[src/rtl/div_pkg.sv]
// Shared types and constants for the sequential restoring divider.
package div_pkg;
  localparam int DIV_WIDTH = 8;

  typedef enum logic [1:0] {
    IDLE,
    CALC,
    DONE
  } state_e;
endpackage

[src/rtl/restoring_divider8_trial_subtractor.sv]
// Ripple full-adder cell and the T - D trial subtractor built from it.
module fa_cell (
  input  logic a_i,
  input  logic b_i,
  input  logic c_i,
  output logic s_o,
  output logic c_o
);
  assign s_o = a_i ^ b_i ^ c_i;
  assign c_o = (a_i & b_i) | (a_i & c_i) | (b_i & c_i);
endmodule

module trial_subtractor #(
  parameter int WIDTH = 8
) (
  input  logic [WIDTH:0]   t_i,
  input  logic [WIDTH-1:0] d_i,
  output logic [WIDTH-1:0] diff_o,
  output logic             borrow_o
);
  logic [WIDTH:0] c;

  assign c[0] = 1'b1;

  for (genvar i = 0; i < WIDTH; i++) begin : g_fa
    fa_cell u_fa (
      .a_i(t_i[i]),
      .b_i(~d_i[i]),
      .c_i(c[i]),
      .s_o(diff_o[i]),
      .c_o(c[i+1])
    );
  end

  // Top cell adds the inverted zero-extension bit (1): carry is t | c.
  assign borrow_o = ~(t_i[WIDTH] | c[WIDTH]);
endmodule

[src/rtl/restoring_divider8.sv]
// Unsigned restoring divider, one quotient bit per clock, Run-style handshake.
module restoring_divider8
  import div_pkg::*;
#(
  parameter int WIDTH = DIV_WIDTH
) (
  input  logic             Clk,
  input  logic             Reset_n,
  input  logic             Start,
  input  logic [WIDTH-1:0] Dividend,
  input  logic [WIDTH-1:0] Divisor,
  output logic [WIDTH-1:0] Quotient,
  output logic [WIDTH-1:0] Remainder,
  output logic             Busy,
  output logic             Done,
  output logic             DivByZero
);
  localparam int CW = (WIDTH > 1) ? $clog2(WIDTH) : 1;
  localparam logic [CW-1:0] LAST = CW'(WIDTH - 1);

  state_e           state_q, state_d;
  logic [WIDTH-1:0] r_q, r_d;
  logic [WIDTH-1:0] q_q, q_d;
  logic [WIDTH-1:0] d_q, d_d;
  logic [CW-1:0]    cnt_q, cnt_d;
  logic [WIDTH-1:0] quo_q, quo_d;
  logic [WIDTH-1:0] rem_q, rem_d;
  logic             dbz_q, dbz_d;

  logic [WIDTH:0]   t;
  logic [WIDTH-1:0] diff;
  logic             borrow;

  assign t = {r_q, q_q[WIDTH-1]};

  trial_subtractor #(
    .WIDTH(WIDTH)
  ) u_sub (
    .t_i(t),
    .d_i(d_q),
    .diff_o(diff),
    .borrow_o(borrow)
  );

  always_comb begin
    state_d = state_q;
    r_d     = r_q;
    q_d     = q_q;
    d_d     = d_q;
    cnt_d   = cnt_q;
    quo_d   = quo_q;
    rem_d   = rem_q;
    dbz_d   = dbz_q;
    unique case (state_q)
      IDLE: begin
        if (Start) begin
          q_d   = Dividend;
          d_d   = Divisor;
          r_d   = '0;
          cnt_d = '0;
          if (Divisor == '0) begin
            state_d = DONE;
            quo_d   = '1;
            rem_d   = Dividend;
            dbz_d   = 1'b1;
          end else begin
            state_d = CALC;
          end
        end
      end
      CALC: begin
        // A restore only happens when T < D, so T's MSB is zero.
        r_d   = borrow ? t[WIDTH-1:0] : diff;
        q_d   = {q_q[WIDTH-2:0], ~borrow};
        cnt_d = cnt_q + CW'(1);
        if (cnt_q == LAST) begin
          state_d = DONE;
          quo_d   = q_d;
          rem_d   = r_d;
          dbz_d   = 1'b0;
        end
      end
      DONE: begin
        if (!Start) state_d = IDLE;
      end
      default: state_d = IDLE;
    endcase
  end

  always_ff @(posedge Clk or negedge Reset_n) begin
    if (!Reset_n) begin
      state_q <= IDLE;
      r_q     <= '0;
      q_q     <= '0;
      d_q     <= '0;
      cnt_q   <= '0;
      quo_q   <= '0;
      rem_q   <= '0;
      dbz_q   <= 1'b0;
    end else begin
      state_q <= state_d;
      r_q     <= r_d;
      q_q     <= q_d;
      d_q     <= d_d;
      cnt_q   <= cnt_d;
      quo_q   <= quo_d;
      rem_q   <= rem_d;
      dbz_q   <= dbz_d;
    end
  end

  assign Quotient  = quo_q;
  assign Remainder = rem_q;
  assign DivByZero = dbz_q;
  assign Busy      = (state_q == CALC);
  assign Done      = (state_q == DONE);
endmodule

[config.mk]
export PLATFORM = sky130hd
export DESIGN_NAME = restoring_divider8
export DESIGN_NICKNAME = d
export VERILOG_FILES = /design/src/rtl/div_pkg.sv /design/src/rtl/restoring_divider8_trial_subtractor.sv /design/src/rtl/restoring_divider8.sv
export SDC_FILE = /design/constraint.sdc
export NUM_CORES = 1
export LEC_CHECK = 0
export BUFFER_PORTS_ARGS = -buffer_cell sky130_fd_sc_hd__buf_2
export CAP_MARGIN = 15
export CORE_UTILIZATION = 34
export CTS_BUF_LIST = sky130_fd_sc_hd__clkbuf_16
export DETAILED_ROUTE_END_ITERATION = 12
export GPL_TIMING_DRIVEN = 0
export HOLD_SLACK_MARGIN = 0.1
export MAX_ROUTING_LAYER = met4
export PLACE_DENSITY = 0.64
export SYNTH_ARGS = -nofsm -noshare
export SYNTH_HDL_FRONTEND = slang
export SYNTH_SLANG_ARGS = --single-unit
[constraint.sdc]
create_clock -name Clk -period 12.4 [get_ports Clk]
set_input_delay 1.86 -clock Clk [delete_from_list [all_inputs] [get_ports Clk]]
set_output_delay 1.86 -clock Clk [all_outputs]
set_load 0.02 [all_outputs]
==> results.cfg <==
[run_status]
run_status = finished, violations left
violations = design-rule violations

[pwr]
finalPower_uw = 828.3
power_frac_comb_pct = 50.8
power.sequential.fraction_pct = 33.5
switching_share_pct = 43.66
p_int_uw = 466.6
vdd_ir_drop_max_uv = 107.9
p_per_area_mw_per_mm2 = 297.8
p_switching_uw = 361.7
power.clock.fraction_pct = 15.8
leakage_dissipation_nw = 1.298

[global_routing]
track_usage_pct = 17.19
grt_antenna_before_repair = 0
number_of_global_route_vias_before_repair = 1842
grt_max_degree = 47
grt_pass1_wl_um = 9273
grt_remaining_overflow = 0

[cells_and_area]
drive_above_1_share_pct = 20.73
fin_util_pct = 42.82
final_instance_area_mm2 = 0.002781
final_nets = 303
syn_to_final_growth_pct = 19.00
diodes = 0

[run]
max_cap_viol_count = 0

[yosys]
synth_warnings = 0
synth_top_cells_by_count = sky130_fd_sc_hd__dfrtp_1, sky130_fd_sc_hd__nand2_1, sky130_fd_sc_hd__inv_1
synth_cell_type_count = 36
synth_async_sr_flop_share_pct = 100.0
ys_ff_latch = 46
ys.flop_type = sky130_fd_sc_hd__dfrtp_1
post-synth-top-count-cell = sky130_fd_sc_hd__dfrtp_1
synth-seq-area-share_pct = 49.25
synthesis.nets = 258
synth_enable_flop_cells = 0
post_synth_instance_area_mm2 = 0.002337
synth.top_cell.area_share_pct = 49.25
synth.avg_cell_area_um2 = 10.21
synthCells = 229
yosys-top-cells-area = sky130_fd_sc_hd__dfrtp_1, sky130_fd_sc_hd__nand2_1, sky130_fd_sc_hd__mux2i_1, sky130_fd_sc_hd__fa_1, sky130_fd_sc_hd__inv_1
netlist.top_cell.by_area = sky130_fd_sc_hd__dfrtp_1

[cts]
cts_max_level = 2
cts_resized = 0
clock_insertion_delay_worst_skew_ns = 0.29
cts_tree = done
cts.hold.buffers_added = 0
clk_transition_reported_paths_ns = 0.07
cts.root.buffer_cell = sky130_fd_sc_hd__clkbuf_16
tritoncts.num_buffers = 5
cts_num_sinks = 46
post_cts_buffers = 0
clock_tree.buffer_depth = 2

[placed_design]
placement.cell_area_mm2 = 0.002619
dp_hpwl_um = 3990
routability_driven_placement_congestion_ratio = 0.8664
placement.io_buffers = 37

[timing]
finalCriticalPeriod_ns = 4.517
timing.fmax_mhz = 221.4
worst-slew-pin-transition_ns = 0.7921
total_of_endpoints_with_negative_setup_slack_in_the_final_report = 0
hold_viol_final = 0
period_utilization_pct = 36.43
holdWs_ns = 0.4927
fin_worst_skew_ns = 0.01046
setup_total_negative_slack_ns = 0
relSlewSlack_pct = 47.08
rsz0062_at_grt = no
final_max_slew_viol_count = 0

[worst_setup_path]
cp_cell_sequence = inv_1 -> ha_1 -> fa_1 -> fa_1 -> fa_1 -> fa_1 -> fa_1 -> fa_1 -> inv_1 -> fa_1 -> clkbuf_1 -> nor3b_1 -> a211oi_1 -> o31ai_1
slowest_delay_ns = 0.43
critPathCaptureType = register
slowest_stage = sky130_fd_sc_hd__fa_1
critical_path_arrival_ns = 4.66
kind_of_start_point_of_the_critical_path = register
worstPathMaxFanout = 10
most_repeated_library_cell_on_the_critical_path = sky130_fd_sc_hd__fa_1
crit_required_ns = 12.54
worst-setup-path-type = register to register

[worst_hold_path]
hold_path.class = register to register

[floorplanning]
core_region_area_mm2 = 0.006495
die_h_um = 84.91
die-area_mm2 = 0.007210
num_rows = 29
floorplan.die.width_um = 84.91
io-pin-count = 38
starting_utilization_of_the_core_area_pct = 35.99

[detailed_routing]
drt_pass1_iterations = 9
remaining_drc_errors = 3
detail-route-antenna-nets = 0
drtIter0Drc = 167
avgViaCountPerCell = 5.310
routed_wire_length_per_instance_um = 15.60
route.final.wire_length_um = 5491
vias = 1869
cell type report:
class / instances / area, um^2
tap: 77 / 96.34
multi-input combinational: 152 / 1059
timing repair buffer: 38 / 205.2
clock inverter: 3 / 17.52
inverter: 19 / 71.32
sequential: 46 / 1151
fill: 645 / 3714
buffer: 12 / 56.30
clock buffer: 5 / 125.1
critical path, delay by kind of cell (launching register included):
kind / cells / cell delay, ns
adders and majority gates: 8 / 2.97
buffers and inverters: 3 / 0.48
DFF: 1 / 0.41
AOI/OAI and AO/OA: 2 / 0.39
and+or+nand+nor: 1 / 0.13
routing by layer:
metal / routed length [um] / up-vias / track usage [%] / part of all wire, %
met4: 63 / 0 / 5.393 / 1.1
met3: 378 / 6 / 3.502 / 6.9
met1: 2486 / 898 / 23.07 / 45
li1: - / 891 / - / -
met5: 0 / - / - / 0
met2: 2563 / 74 / 26.31 / 47
cell families after synthesis:
kind of cell,after synthesis,synth area share [%]
simple gates,72,14.83
compound gates,55,16.44
flops,46,49.25
buf+inv,31,5.460
mux,15,6.424
fa+ha+maj,10,7.602
flip-flops by register name, indices dropped and copies added, names as in the netlist:
| register | flops |
|---|---|
| Remainder | 8 |
| r_q | 8 |
| cnt_q | 3 |
| state_q | 2 |
| Quotient | 8 |
| d_q | 8 |
| q_q | 8 |
| DivByZero | 1 |
power by group through the flow:
stage	Clock, mW	Sequential, mW	Combinational, mW
floorplan	0	0.300	0.274
global placement	0	0.278	0.406
detailed placement	0	0.280	0.416
CTS	0.133	0.277	0.423
global route	0.140	0.288	0.476
finish	0.131	0.277	0.420
metrics by stage:
step | setup slack [ns] | cells
after floorplan | 8.340 | 229
after global placement | 7.955 | 343
after detailed placement | 7.945 | 343
after CTS | 7.880 | 351
after global routing | 7.676 | 352
final | 7.883 | 352
worst paths after layout:
kind                                     from                       end  slack [ns]  depth (start not counted)
max                        q_q[7]$_DFFE_PN0P_  Remainder[7]$_DFFE_PN0P_        7.88                         14
min                        d_q[0]$_DFFE_PN0P_        d_q[0]$_DFFE_PN0P_        0.49                          2
max reg2reg                q_q[7]$_DFFE_PN0P_  Remainder[7]$_DFFE_PN0P_        7.88                         14
min reg2reg                d_q[0]$_DFFE_PN0P_        d_q[0]$_DFFE_PN0P_        0.49                          2
max in group asynchronous             Reset_n        r_q[3]$_DFFE_PN0P_       10.55                          2
min in group asynchronous             Reset_n  Remainder[7]$_DFFE_PN0P_        1.40                          1
layout by cell type, fill, tap and decap left out, types with 2 or more instances in the layout:
cell                         n
sky130_fd_sc_hd__a311oi_1    4
sky130_fd_sc_hd__a21oi_1     5
sky130_fd_sc_hd__a31oi_1     5
sky130_fd_sc_hd__buf_1       2
sky130_fd_sc_hd__o21ai_0    14
sky130_fd_sc_hd__fa_1        7
sky130_fd_sc_hd__a32o_1      4
sky130_fd_sc_hd__o31ai_1     5
sky130_fd_sc_hd__mux2i_1    15
sky130_fd_sc_hd__a22o_1      2
sky130_fd_sc_hd__nor4_2      2
sky130_fd_sc_hd__nand2_1    45
sky130_fd_sc_hd__nor2_1     12
sky130_fd_sc_hd__buf_2      40
sky130_fd_sc_hd__inv_1      20
sky130_fd_sc_hd__clkbuf_1    6
sky130_fd_sc_hd__or3_1       3
sky130_fd_sc_hd__o211ai_1    4
sky130_fd_sc_hd__ha_1        3
sky130_fd_sc_hd__dfrtp_1    46
sky130_fd_sc_hd__or4_4       2
sky130_fd_sc_hd__o311ai_0    4
sky130_fd_sc_hd__clkbuf_16   5
sky130_fd_sc_hd__o21ai_1     4
No activity file was read; power rests on OpenSTA's default activity.
